## config.mk

```make
export PLATFORM = sky130hd
export DESIGN_NAME = draw_projectile_flat
export DESIGN_NICKNAME = d
export VERILOG_FILES = /design/src/rtl/game_pkg.sv /design/src/rtl/vga_if.sv /design/src/rtl/projectile_motion.sv /design/src/rtl/draw_projectile.sv /design/src/flat_wrapper.sv
export SDC_FILE = /design/constraint.sdc
export NUM_CORES = 1
export LEC_CHECK = 0
export ABC_AREA = 0
export CAP_MARGIN = 10
export CELL_PAD_IN_SITES_DETAIL_PLACEMENT = 0
export CELL_PAD_IN_SITES_GLOBAL_PLACEMENT = 1
export CORE_ASPECT_RATIO = 1.1
export CORE_MARGIN = 2
export CORE_UTILIZATION = 41
export CTS_CLUSTER_DIAMETER = 30
export DETAILED_ROUTE_END_ITERATION = 16
export PLACE_DENSITY = 0.83
export RECOVER_POWER = 50
export SYNTH_ARGS = -nofsm -noshare
export SYNTH_HDL_FRONTEND = slang
export SYNTH_SLANG_ARGS = --single-unit
```

## constraint.sdc

```tcl
create_clock -name clk60MHz -period 4.9 [get_ports clk60MHz]
set_input_delay 0.98 -clock clk60MHz [delete_from_list [all_inputs] [get_ports clk60MHz]]
set_output_delay 0.98 -clock clk60MHz [all_outputs]
set_load 0.01 [all_outputs]
```

## src/rtl/game_pkg.sv

```systemverilog
// Shared game types and constants for the projectile drawing stage.
package game_pkg;

  typedef enum logic [1:0] {
    IDLE   = 2'd0,
    FLIGHT = 2'd1,
    HIT    = 2'd2
  } proj_state_t;

  localparam int DEF_GROUND_Y = 700;
  localparam int DEF_H_LIMIT  = 1024;

  localparam logic [11:0] RGB_GREEN = 12'h0_F_0;
  localparam logic [11:0] RGB_RED   = 12'hF_0_0;

  // Signed 13-bit add clamped to +/-4095 instead of wrapping.
  function automatic logic signed [12:0] sat_add(input logic signed [12:0] a,
                                                 input logic signed [12:0] b);
    logic signed [13:0] s;
    s = $signed({a[12], a}) + $signed({b[12], b});
    if (s > 14'sd4095)       return 13'sd4095;
    else if (s < -14'sd4095) return -13'sd4095;
    else                     return $signed(s[12:0]);
  endfunction

endpackage

```

## src/rtl/vga_if.sv

```systemverilog
// VGA timing + colour bundle passed between pipeline stages.
interface vga_if;
  logic [10:0] vcount;
  logic        vsync;
  logic        vblnk;
  logic [10:0] hcount;
  logic        hsync;
  logic        hblnk;
  logic [11:0] rgb;

  modport in  (input  vcount, vsync, vblnk, hcount, hsync, hblnk, rgb);
  modport out (output vcount, vsync, vblnk, hcount, hsync, hblnk, rgb);
endinterface

```

## src/rtl/projectile_motion.sv

```systemverilog
// Projectile FSM: launch latch, per-frame ballistic integration with
// saturation, exit/landing detection and the HIT hold-off counter.
// Optional macro DRAW_PROJECTILE_HIT_FLASH_EN enables drawing during HIT.
module projectile_motion
  import game_pkg::*;
#(
  parameter int SIZE       = 16,
  parameter int GRAVITY    = 1,
  parameter int GROUND_Y   = DEF_GROUND_Y,
  parameter int H_LIMIT    = DEF_H_LIMIT,
  parameter int HIT_FRAMES = 30
) (
  input  logic               clk,
  input  logic               rst,
  input  logic               tick,
  input  logic               fire,
  input  logic [11:0]        x0,
  input  logic [11:0]        y0,
  input  logic [11:0]        vx0,
  input  logic [11:0]        vy0,
  output logic signed [12:0] x,
  output logic signed [12:0] y,
  output proj_state_t        state,
  output logic               landed,
  output logic               draw_en,
  output logic               draw_hit
);

  localparam logic signed [12:0] GRAV     = 13'(GRAVITY);
  localparam logic signed [13:0] SIZE_S   = 14'(SIZE);
  localparam logic signed [13:0] GROUND_S = 14'(GROUND_Y);
  localparam logic signed [13:0] HLIM_S   = 14'(H_LIMIT);
  localparam logic [7:0]         HIT_LOAD = 8'(HIT_FRAMES - 1);

  logic signed [12:0] vx, vy;
  logic signed [12:0] nx, ny, nvy;
  logic signed [13:0] bottom;
  logic               exit_hit;
  logic [7:0]         hit_cnt;

  // Next position/velocity from the current (old) velocities, and exit test.
  always_comb begin
    nx       = sat_add(x, vx);
    ny       = sat_add(y, vy);
    nvy      = sat_add(vy, GRAV);
    bottom   = $signed({ny[12], ny}) + SIZE_S;
    exit_hit = (bottom >= GROUND_S) || nx[12] || ($signed({nx[12], nx}) >= HLIM_S);
  end

  // State machine and integrator, advanced only on frame ticks.
  always_ff @(posedge clk) begin
    if (rst) begin
      state   <= IDLE;
      x       <= '0;
      y       <= '0;
      vx      <= '0;
      vy      <= '0;
      hit_cnt <= '0;
      landed  <= 1'b0;
    end else begin
      landed <= 1'b0;
      case (state)
        IDLE: begin
          // A tick coinciding with the launch is not consumed by the update.
          if (fire) begin
            x     <= $signed({1'b0, x0});
            y     <= $signed({1'b0, y0});
            vx    <= $signed({vx0[11], vx0});
            vy    <= $signed({vy0[11], vy0});
            state <= FLIGHT;
          end
        end
        FLIGHT: begin
          if (tick) begin
            x  <= nx;
            y  <= ny;
            vy <= nvy;
            if (exit_hit) begin
              state   <= HIT;
              landed  <= 1'b1;
              hit_cnt <= HIT_LOAD;
            end
          end
        end
        HIT: begin
          if (tick) begin
            if (hit_cnt == '0) state <= IDLE;
            else               hit_cnt <= hit_cnt - 8'd1;
          end
        end
        default: state <= IDLE;
      endcase
    end
  end

  // Which states put the square on screen.
  always_comb begin
`ifdef DRAW_PROJECTILE_HIT_FLASH_EN
    draw_en = (state == FLIGHT) || ((state == HIT) && hit_cnt[2]);
`else
    draw_en = (state == FLIGHT);
`endif
    draw_hit = (state == HIT);
  end

endmodule

```

## src/rtl/draw_projectile.sv

```systemverilog
// VGA stage: 1-cycle registered pass-through of the timing stream with a
// projectile square overlaid. Frame tick = rising edge of in.vblnk.
// Optional macro DRAW_PROJECTILE_HIT_FLASH_EN: flashing square during HIT.
module draw_projectile
  import game_pkg::*;
#(
  parameter int          SIZE       = 16,
  parameter logic [11:0] COLOR      = RGB_GREEN,
  parameter logic [11:0] HIT_COLOR  = RGB_RED,
  parameter int          GRAVITY    = 1,
  parameter int          GROUND_Y   = DEF_GROUND_Y,
  parameter int          H_LIMIT    = DEF_H_LIMIT,
  parameter int          HIT_FRAMES = 30
) (
  input  logic        clk60MHz,
  input  logic        rst,
  input  logic        fire,
  input  logic [11:0] x0,
  input  logic [11:0] y0,
  input  logic [11:0] vx0,
  input  logic [11:0] vy0,
  output logic        busy,
  output logic        landed,
  output logic [11:0] proj_x,
  output logic [11:0] proj_y,
  vga_if.in           in,
  vga_if.out          out
);

  localparam logic signed [13:0] SIZE_S = 14'(SIZE);

  logic               vblnk_prev;
  logic               tick;
  logic signed [12:0] x, y;
  proj_state_t        state;
  logic               draw_en, draw_hit;
  logic signed [13:0] hc, vc, xs, ys;
  logic               draw;

  projectile_motion #(
    .SIZE      (SIZE),
    .GRAVITY   (GRAVITY),
    .GROUND_Y  (GROUND_Y),
    .H_LIMIT   (H_LIMIT),
    .HIT_FRAMES(HIT_FRAMES)
  ) u_motion (
    .clk     (clk60MHz),
    .rst     (rst),
    .tick    (tick),
    .fire    (fire),
    .x0      (x0),
    .y0      (y0),
    .vx0     (vx0),
    .vy0     (vy0),
    .x       (x),
    .y       (y),
    .state   (state),
    .landed  (landed),
    .draw_en (draw_en),
    .draw_hit(draw_hit)
  );

  assign tick   = in.vblnk & ~vblnk_prev;
  assign busy   = (state != IDLE);
  assign proj_x = x[12] ? '0 : x[11:0];
  assign proj_y = y[12] ? '0 : y[11:0];

  // Signed box test of the current pixel against the square.
  always_comb begin
    hc   = $signed({3'b000, in.hcount});
    vc   = $signed({3'b000, in.vcount});
    xs   = $signed({x[12], x});
    ys   = $signed({y[12], y});
    draw = draw_en && !in.hblnk && !in.vblnk &&
           (hc >= xs) && (hc < xs + SIZE_S) &&
           (vc >= ys) && (vc < ys + SIZE_S);
  end

  // Registered stream copy with overlay, plus previous vblnk for the tick.
  always_ff @(posedge clk60MHz) begin
    if (rst) begin
      vblnk_prev <= 1'b0;
      out.vcount <= '0;
      out.vsync  <= 1'b0;
      out.vblnk  <= 1'b0;
      out.hcount <= '0;
      out.hsync  <= 1'b0;
      out.hblnk  <= 1'b0;
      out.rgb    <= '0;
    end else begin
      vblnk_prev <= in.vblnk;
      out.vcount <= in.vcount;
      out.vsync  <= in.vsync;
      out.vblnk  <= in.vblnk;
      out.hcount <= in.hcount;
      out.hsync  <= in.hsync;
      out.hblnk  <= in.hblnk;
      out.rgb    <= draw ? (draw_hit ? HIT_COLOR : COLOR) : in.rgb;
    end
  end

endmodule

```

## src/flat_wrapper.sv

```systemverilog
// flat-port wrapper written by rule: the top's interface ports become plain ports
module draw_projectile_flat import game_pkg::*;
#(
  parameter int          SIZE       = 16,
  parameter logic [11:0] COLOR      = RGB_GREEN,
  parameter logic [11:0] HIT_COLOR  = RGB_RED,
  parameter int          GRAVITY    = 1,
  parameter int          GROUND_Y   = DEF_GROUND_Y,
  parameter int          H_LIMIT    = DEF_H_LIMIT,
  parameter int          HIT_FRAMES = 30
)
  (clk60MHz, rst, fire, x0, y0, vx0, vy0, busy, landed, proj_x, proj_y, in_vcount, in_vsync, in_vblnk, in_hcount, in_hsync, in_hblnk, in_rgb, out_vcount, out_vsync, out_vblnk, out_hcount, out_hsync, out_hblnk, out_rgb);
  vga_if in_i ();
  vga_if out_i ();
  input  logic clk60MHz;
  input  logic rst;
  input  logic fire;
  input  logic [11:0] x0;
  input  logic [11:0] y0;
  input  logic [11:0] vx0;
  input  logic [11:0] vy0;
  output logic busy;
  output logic landed;
  output logic [11:0] proj_x;
  output logic [11:0] proj_y;
  input wire logic [$bits(in_i.vcount)-1:0] in_vcount;
  input wire logic [$bits(in_i.vsync)-1:0] in_vsync;
  input wire logic [$bits(in_i.vblnk)-1:0] in_vblnk;
  input wire logic [$bits(in_i.hcount)-1:0] in_hcount;
  input wire logic [$bits(in_i.hsync)-1:0] in_hsync;
  input wire logic [$bits(in_i.hblnk)-1:0] in_hblnk;
  input wire logic [$bits(in_i.rgb)-1:0] in_rgb;
  output wire logic [$bits(out_i.vcount)-1:0] out_vcount;
  output wire logic [$bits(out_i.vsync)-1:0] out_vsync;
  output wire logic [$bits(out_i.vblnk)-1:0] out_vblnk;
  output wire logic [$bits(out_i.hcount)-1:0] out_hcount;
  output wire logic [$bits(out_i.hsync)-1:0] out_hsync;
  output wire logic [$bits(out_i.hblnk)-1:0] out_hblnk;
  output wire logic [$bits(out_i.rgb)-1:0] out_rgb;
  assign in_i.vcount = in_vcount;
  assign in_i.vsync = in_vsync;
  assign in_i.vblnk = in_vblnk;
  assign in_i.hcount = in_hcount;
  assign in_i.hsync = in_hsync;
  assign in_i.hblnk = in_hblnk;
  assign in_i.rgb = in_rgb;
  assign out_vcount = out_i.vcount;
  assign out_vsync = out_i.vsync;
  assign out_vblnk = out_i.vblnk;
  assign out_hcount = out_i.hcount;
  assign out_hsync = out_i.hsync;
  assign out_hblnk = out_i.hblnk;
  assign out_rgb = out_i.rgb;
  draw_projectile #(.SIZE(SIZE), .COLOR(COLOR), .HIT_COLOR(HIT_COLOR), .GRAVITY(GRAVITY), .GROUND_Y(GROUND_Y), .H_LIMIT(H_LIMIT), .HIT_FRAMES(HIT_FRAMES)) u_core (.clk60MHz(clk60MHz), .rst(rst), .fire(fire), .x0(x0), .y0(y0), .vx0(vx0), .vy0(vy0), .busy(busy), .landed(landed), .proj_x(proj_x), .proj_y(proj_y), .in(in_i), .out(out_i));
endmodule
```

==> flow_results.org, run 1 <==
** Critical path
- CP Max Fanout :: 9
- For the worst setup path, the data arrival time is 4.06 ns.
- The worst setup path is of the reg2reg kind.
- On the critical path, the stage with the largest delay is an instance of sky130_fd_sc_hd__a2111oi_4.
- Crit. End Element :: flop
- Data required, critical path :: 5.19 ns
- The critical path goes through ha_1 > fa_1 > a211oi_2 > o211ai_2 > a2111o_1 > a21o_1 > a32oi_2 > o21ai_2 > a2111oi_4 > a211oi_4 > a31o_1 > a31oi_1.
- CP Buf/Inv Count :: 0
- Worst Setup Start Kind :: flop
- The cell family contributing the most delay on the critical path is compound AO/OA/AOI/OAI gates.
- In this design, the stage delay of the slowest critical-path cell is 0.68 ns.

** Drt
- Dividing the detail-routed wire length by the instance count gives 16.78 µm.
- DR vias :: 6,748
- Dividing the detail-routed via count by the number of cells gives 5.540.
- Pre-antenna DRT Iters :: 5
- DR DRC count :: 0
- Antenna Nets Post-Route :: 0
- Total Wirelength :: 20,430 µm
- Initial detailed-routing violation count :: around 380

** Floorplanning
- Chip width :: around 130 µm
- Total core area :: 16,830 µm²
- Die Height :: between 100 and 150 µm
- The die covers around 18,000 µm².
- Starting density of the core :: 0.4141
- around 150 I/O pins were placed.
- The floorplan has 50 rows.

** Final layout
- Share of post-route cells with drive strength above 1 :: 0.05644
- Leaving out filler cells and counting taps, the final layout contains approximately 1,200.
- Fin nets :: 1,164
- Once layout is done, the placed cells without fillers occupy 8957 µm².
- Layout overhead on the synthesized area :: 28.53%
- Total inserted antenna cells :: 0

** Yosys
- Yosys synthesis warning count :: 0
- Synthesis produced a little under 900 cells.
- Average footprint of a synthesized cell :: 7.983 µm²
- Commonest register cell after synthesis :: sky130_fd_sc_hd__dfxtp_1
- The synthesized netlist occupies a cell area of 6969 µm².
- The number of different library cells used by synthesis comes to 79.
- Counting flops and latches in the post-synthesis netlist gives 100.
- Of all flip-flops after synthesis, the portion carrying an async set or reset was 0.
- The synthesized design contains 0 enable-type register cells.
- Synthesized net count :: 1,032
- Share of synthesized area occupied by flip-flops and latches :: 0.2873

** Place
- Summed over all nets, the half-perimeter wirelength after detailed placement is 16,010 µm.
- The congestion estimate from routability-driven global placement came to 0.8932.
- Input and output buffers added on the ports amount to 152.
- After detailed placement, the total cell area comes to a little under 9000 µm².
- Prior to clock tree synthesis, the placed netlist has a worst setup slack of about 1.1 ns.
- DP Cell Count :: 1,202

** Clocking
- Clock tree synthesis found a total of 100 sinks.
- After clock tree synthesis, the clock-pin slew on the worst setup and hold paths is 0.08 ns.
- Clock latency on the worst-skew pair, taken at its later pin, is ~0.36 ns.
- TritonCTS built the clock tree.
- H-Tree Level Count :: 3
- In this run the deepest clock path goes through 2 buffers.
- Post-CTS resize count :: 0
- Post-CTS repair timing setup buffer count :: 0
- The cell sitting at the root of the clock tree is a sky130_fd_sc_hd__clkbuf_16.
- Number of buffers created by CTS :: 9
- Post-cts hold buffer count :: 0

** Global route
- For met2 alone, demand over resource in global routing was 0.3883.
- Via count of the first global-routing pass :: 6,527
- Global-route wire length before repair :: between 30,000 and 40,000 µm
- Summed over all layers, the global routing overflow is 0.
- In the global route stage, met3 resource usage came out at 0.03264.
- After global routing, the most crowded layer is met2.
- Met1 track demand over resource :: 0.2948
- GR Util All Layers :: 0.2291
- Entering global routing, the biggest net connects 64 pins.
- The number of antenna violations at the first check in global routing was 0.

** STA
- Min Clock Period, post-route :: 3.768 ns
- Share of the clock period used by the worst path :: 0.7690
- Worst hold slack :: 0.4609 ns
- Achievable clock frequency :: 265.4 MHz
- Setup violations remaining at the end of the flow were counted as 0.
- In the post-route analysis, the smallest setup slack over all paths is 1.132 ns.
- The final count of hold timing violations was 0.
- For the pin with the worst max-slew slack, the measured transition is 2.832 ns.
- For the final routed database, the setup TNS stands at 0 ns.
- Between clock sinks in the finished design, the worst skew comes to approximately 0.011 ns.
- In this run the tightest slew margin relative to its limit is -0.8880.
- The final number of max-transition violations came to 64.
- RSZ-0062 raised after global routing :: no

** Run status
- Violated checks :: max-capacitance violations, max-slew violations
- Outcome :: finished, violations left

** Power
- For this design the static power due to leakage is approximately 3.6 nW.
- Power density over the cells :: between 300 and 400 nW/µm²
- VDD sags by at most between 0.15 and 0.2 mV.

** Run
- Max-capacitance violation count :: 1

** Min path
- Type of the tightest min-delay check :: reg2reg
## per-layer routing
layer / part of all wire / wire [µm]
met1: 0.45 / 9155
met2: 0.48 / 9764
met3: 0.049 / 1002
met5: 0 / 0
met4: 0.025 / 511
## state kept, by name, summed over array words and instances (netlist names), 2 cells and up
name	flops
u_core.u_motion.vy	13
u_core.u_motion.x	13
u_core.u_motion.y	13
u_core.out.rgb	12
u_core.u_motion.vx	12
u_core.out.hcount	11
u_core.out.vcount	11
u_core.u_motion.hit_cnt	8
u_core.u_motion.state	2
## cell type report
| cell class | instances | area, µm² |
|---|---|---|
| Tap cell | 208 | 260.3 |
| Clock inverter | 7 | 88.84 |
| Fill cell | 1645 | 7871 |
| Timing Repair Buffer | 159 | 1562 |
| Inverter | 48 | 180.2 |
| Multi-Input combinational cell | 687 | 4639 |
| Clock buffer | 9 | 225.2 |
| Sequential cell | 100 | 2002 |
## worst paths after layout
check	cells after the start	endpoint	startpoint	slack (ns)
min reg2reg	2	u_core.u_motion.vx[2]	u_core.u_motion.vx[2]	0.46
max	12	u_core.u_motion.hit_cnt[4]	u_core.u_motion.x[0]	1.13
max reg2reg	12	u_core.u_motion.hit_cnt[4]	u_core.u_motion.x[0]	1.13
min	2	u_core.u_motion.vx[2]	u_core.u_motion.vx[2]	0.46
## report_power, final
part	leakage [nW]	internal, W	switching [W]
Combinational	2.61	0.000484	0.000592
Sequential	0.826	0.000895	0.0000970
Clock	0.152	0.000411	0.000366
Total	3.59	0.00179	0.00105
## cell families (layout without fill, tap and decap cells)
kind of cell | count (synthesis) | after routing | synth area share
compound gates | 265 | 265 | 0.2654
fa+ha+maj | 70 | 70 | 0.1278
buf+inv | 86 | 223 | 0.04758
simple gates | 311 | 311 | 0.2192
flops | 100 | 100 | 0.2873
xor+xnor | 36 | 36 | 0.04524
mux | 5 | 5 | 0.007540
## per-stage QoR
step                total power, W    util
finish                    0.002846  0.5323
global route              0.003031  0.5323
CTS                       0.002876  0.5327
detailed placement        0.002091  0.5141
global placement          0.002091  0.5141
floorplan                 0.001704       -
## synth_stat cells, drive strengths merged, types with 22 or more instances
cell,instances,area share
o21ai,64,0.046
nor2b,37,0.033
nand3,29,0.021
ha,68,0.12
dfxtp,100,0.29
nor2,74,0.040
xnor2,27,0.034
inv,48,0.026
a211oi,22,0.028
nand2,88,0.047
clkbuf,30,0.016
a21oi,64,0.047
## layout by cell type (no fill, tap or decap), types with 13 or more instances in the layout
| cell type | n |
|---|---|
| sky130_fd_sc_hd__nor2_1 | 74 |
| sky130_fd_sc_hd__inv_1 | 47 |
| sky130_fd_sc_hd__a21oi_1 | 61 |
| sky130_fd_sc_hd__nand2_1 | 88 |
| sky130_fd_sc_hd__o21ai_0 | 55 |
| sky130_fd_sc_hd__nand3_1 | 29 |
| sky130_fd_sc_hd__clkdlybuf4s50_1 | 108 |
| sky130_fd_sc_hd__ha_1 | 68 |
| sky130_fd_sc_hd__a211oi_1 | 17 |
| sky130_fd_sc_hd__nor2b_1 | 37 |
| sky130_fd_sc_hd__dfxtp_1 | 100 |
| sky130_fd_sc_hd__dlygate4sd3_1 | 43 |
| sky130_fd_sc_hd__nor3_1 | 15 |
| sky130_fd_sc_hd__xnor2_1 | 27 |
| sky130_fd_sc_hd__o21a_1 | 17 |
| sky130_fd_sc_hd__a21o_1 | 13 |
## worst register-to-register path, stage by stage (launching register included)
cell,delay [ns]
sky130_fd_sc_hd__dfxtp_1,0.35
sky130_fd_sc_hd__ha_1,0.25
sky130_fd_sc_hd__fa_1,0.43
sky130_fd_sc_hd__a211oi_2,0.28
sky130_fd_sc_hd__o211ai_2,0.16
sky130_fd_sc_hd__a2111o_1,0.40
sky130_fd_sc_hd__a21o_1,0.19
sky130_fd_sc_hd__a32oi_2,0.24
sky130_fd_sc_hd__o21ai_2,0.11
sky130_fd_sc_hd__a2111oi_4,0.68
sky130_fd_sc_hd__a211oi_4,0.20
sky130_fd_sc_hd__a31o_1,0.28
sky130_fd_sc_hd__a31oi_1,0.14
No activity file was read; power rests on OpenSTA's default activity.
==> inputs of run 2 (changes only) <==
CORE_UTILIZATION = 34   (was 41)
PLACE_DENSITY = 0.73   (was 0.83)
clock period = 3.3 ns   (was 4.9 ns; I/O delays follow)
==> run 2 against run 1 <==
The flow now finishes without violations. Via count increased by 3.9%. Sequential share of layout area shrank 1.7 points. Largest power group unchanged. Total power up 56%. Clock-buffer cell count did not move. Clock skew is 0.0034 ns lower. Critical path type unchanged. Critical endpoint unchanged. Core utilization decreased by 4.6 points. Worst hold slack better by 0.00061 ns. Die area grew 20%. Global-route usage shrank 2.5 points.
==> flow_results.org, run 2 (synthesis gave the netlist of run 1 again) <==
** Floorplanning
- Total core area :: between 15,000 and 20,000 µm²
- Row Count :: 54
- Chip width :: 140.5 µm
- Starting density of the core :: 0.3485
- The floorplan step defined a die boundary enclosing 21,660 µm².
- Pin placement for this block handled 153 I/O pins.
- From bottom edge to top edge, the die measures 154.2 µm.

** Drt
- Total Wirelength :: 21,940 µm
- The first TritonRoute pass finished after 4 iterations.
- Dividing the detail-routed via count by the number of cells gives 5.210.
- DR vias :: 7,008
- In this run the remaining antenna-violating nets after routing total 0.
- In this run, the number of DRC markers left after iteration 0 of detailed routing was 289.
- Avg WL per Cell :: around 16 µm
- For this run, design rule violations remaining after detail routing come to 0.

** Clocking
- The clock net in this run drives a total of 100 sinks.
- TritonCTS clock tree :: built
- TritonCTS created 9 clock buffers.
- H-Tree Level Count :: 3
- Counting along the longest clock path gives a buffer depth of 2.
- Worst-skew pair later-pin latency :: 0.36 ns
- Clock transition time at the flip-flop clock pins of the worst setup and hold paths :: 0.08 ns
- In this run the clock root is driven by a sky130_fd_sc_hd__clkbuf_16.

** STA
- Once routing completed, OpenROAD measured the worst setup slack at 0.06936 ns.
- The worst path in the final design needs a cycle of 3.231 ns, including I/O delays and setup.
- Slew Viols, Final :: 0
- Measured against its own limit, the worst slew margin works out to 0.3675.
- In the finished design, the share of the clock period the worst path needs comes to 0.9790.
- Transition time of the tightest slew-check pin :: between 0.9 and 1 ns
- Setup repair after global routing could not meet its margin everywhere.
- Summed over all failing endpoints, the final setup total negative slack is 0 ns.
- Worst clock skew on the final layout :: 0.007785 ns
- Hold Violations, Final :: 0
- Setup violations remaining at the end of the flow were counted as 0.
- Derived from the worst setup path, the maximum achievable clock frequency is 309.5 MHz.

** Final layout
- After filler insertion, the fill cell instance count of the layout stands at 1,966.
- Most common library cell in the layout ignoring fill and taps :: sky130_fd_sc_hd__clkdlybuf4s50_1
- Most frequent cells in the layout :: sky130_fd_sc_hd__clkdlybuf4s50_1 (151), sky130_fd_sc_hd__dfxtp_1 (96), sky130_fd_sc_hd__buf_4 (89)
- The repair_antennas step left the layout with diodes totalling 0.
- In the final layout, the registers with the most flip-flops are u_core.u_motion.vy: 13 flops, u_core.u_motion.x: 13 flops, u_core.u_motion.y: 13 flops.
- The final layout contains about 1,200 nets.
- For this run, the share of the core covered by cells in the final layout is 0.4859.
- Of the cells placed in the final design, the portion with a size suffix greater than 1 is 0.1500.
- Once layout is done, the placed cells without fillers occupy between 9000 and 10,000 µm².
- Layout overhead on the synthesized area :: 39.43%

** Run status
- The flow ran to the end, and the final reports show no timing, DRC or antenna violations.

** Global route
- In the global route stage, met3 resource usage came out at 0.02273.
- The first global-routing pass estimated 35,570 µm of wire.
- The number of antenna violations at the first check in global routing is 0.
- For this run the aggregate overflow at the end of global routing stands at 0.
- In the global route stage, overall resource usage came out at 0.2039.
- After global routing, the most crowded layer is met2.
- For met2 alone, demand over resource in global routing was 0.3679.
- Largest net degree at the start of global routing :: 48
- Met1 track demand over resource :: 0.2581
- Via count of the first global-routing pass :: 6,909

** Critical path
- Crit. End Element :: flop
- Counting stages on the worst path, the most repeated cell is sky130_fd_sc_hd__buf_4.
- STA classifies the critical path startpoint as a flop.
- Setup CP Type :: reg2reg
- Cell-by-cell trace of the critical path :: ha_4 > fa_2 > a211oi_2 > o211ai_2 > a2111o_1 > a21o_1 > a32oi_2 > o21ai_2 > a2111oi_4 > buf_4 > a211oi_4 > buf_4 > a31o_1 > a31oi_1
- In this run the worst path has a maximum fanout of 5.
- Data arrival time at the worst-slack endpoint :: 3.53 ns
- CP Buf/Inv Count :: 2
- Crit-path max cell delay :: 0.42 ns
- Top cell family by delay on the critical path :: compound AO/OA/AOI/OAI gates
- For the worst setup path, the data required time is 3.60 ns.
- The slowest stage of the critical path is the sky130_fd_sc_hd__a2111o_1 cell.

** Place
- After legalization and detailed placement, the total HPWL measured 17,620 µm.
- Placement-stage worst setup slack :: -0.1908 ns
- Once placement finished, the instance area stood at 9294 µm².
- GPL Wtd Cong :: 0.8999
- During placement, the flow inserted port buffers numbering 152.

** Power
- Across the VDD grid, the largest voltage drop is 0.2453 mV.
- Summing internal, switching and leakage power gives 0.004430 W.
- Leakage power summed over all cells :: 3.946 nW
- In this run the power density over the cells is around 460 nW/µm².

** Run
- Max-capacitance violation count :: 0

** Min path
- The worst hold path belongs to the class reg2reg.
==> run 2: power breakdown <==
part	leakage (nW)	switching, W	internal, W
logic	2.98	0.000992	0.000932
registers	0.828	0.000105	0.00133
clock network	0.142	0.000541	0.000529
==> run 2: stage by stage <==
step,cells,hold WS [ns]
floorplan,873,0.4400
global placement,1324,0.4500
detailed placement,1324,0.4551
CTS,1342,0.4642
global route,1345,0.4784
finish,1345,0.4615
==> run 2: final timing paths <==
check,slack (ns),depth (start not counted),to,start
max,0.07,14,u_core.u_motion.hit_cnt[4],u_core.u_motion.x[0]
min,0.46,2,u_core.u_motion.vx[7],u_core.u_motion.vx[7]
max reg2reg,0.07,14,u_core.u_motion.hit_cnt[4],u_core.u_motion.x[0]
min reg2reg,0.46,2,u_core.u_motion.vx[7],u_core.u_motion.vx[7]
==> run 2: tightest hold or removal path, stage by stage, from the launching register on <==
cell	delay, ns
sky130_fd_sc_hd__dfxtp_1	0.31
sky130_fd_sc_hd__nand2_1	0.05
sky130_fd_sc_hd__a21oi_1	0.05
==> run 2: area by class of cell <==
class / instances / area [µm²] / share of cell area
Clock buffer: 9 / 225.2 / 0.02318
Sequential cell: 100 / 2007 / 0.2065
Multi-Input combinational cell: 687 / 4732 / 0.4870
Timing Repair Buffer: 242 / 2196 / 0.2260
Tap cell: 252 / 315.3 / 0.03245
Clock inverter: 7 / 61.31 / 0.006310
Inverter: 48 / 180.2 / 0.01854
==> run 2: what timing repair did <==
action | in CTS | in global routing
resized for setup | 3 | 24
buffers inserted | 2 | 3
setup endpoints to repair | 11 | 40
hold buffers | 0 | 0
pin swaps | 3 | 8
==> run 2: per-layer routing <==
layer	wire [µm]	up-vias	part of all wire
li1	-	3585	-
met1	10000	3286	0.46
met2	10960	121	0.50
met3	693	16	0.032
met4	288	0	0.013
met5	0	-	0
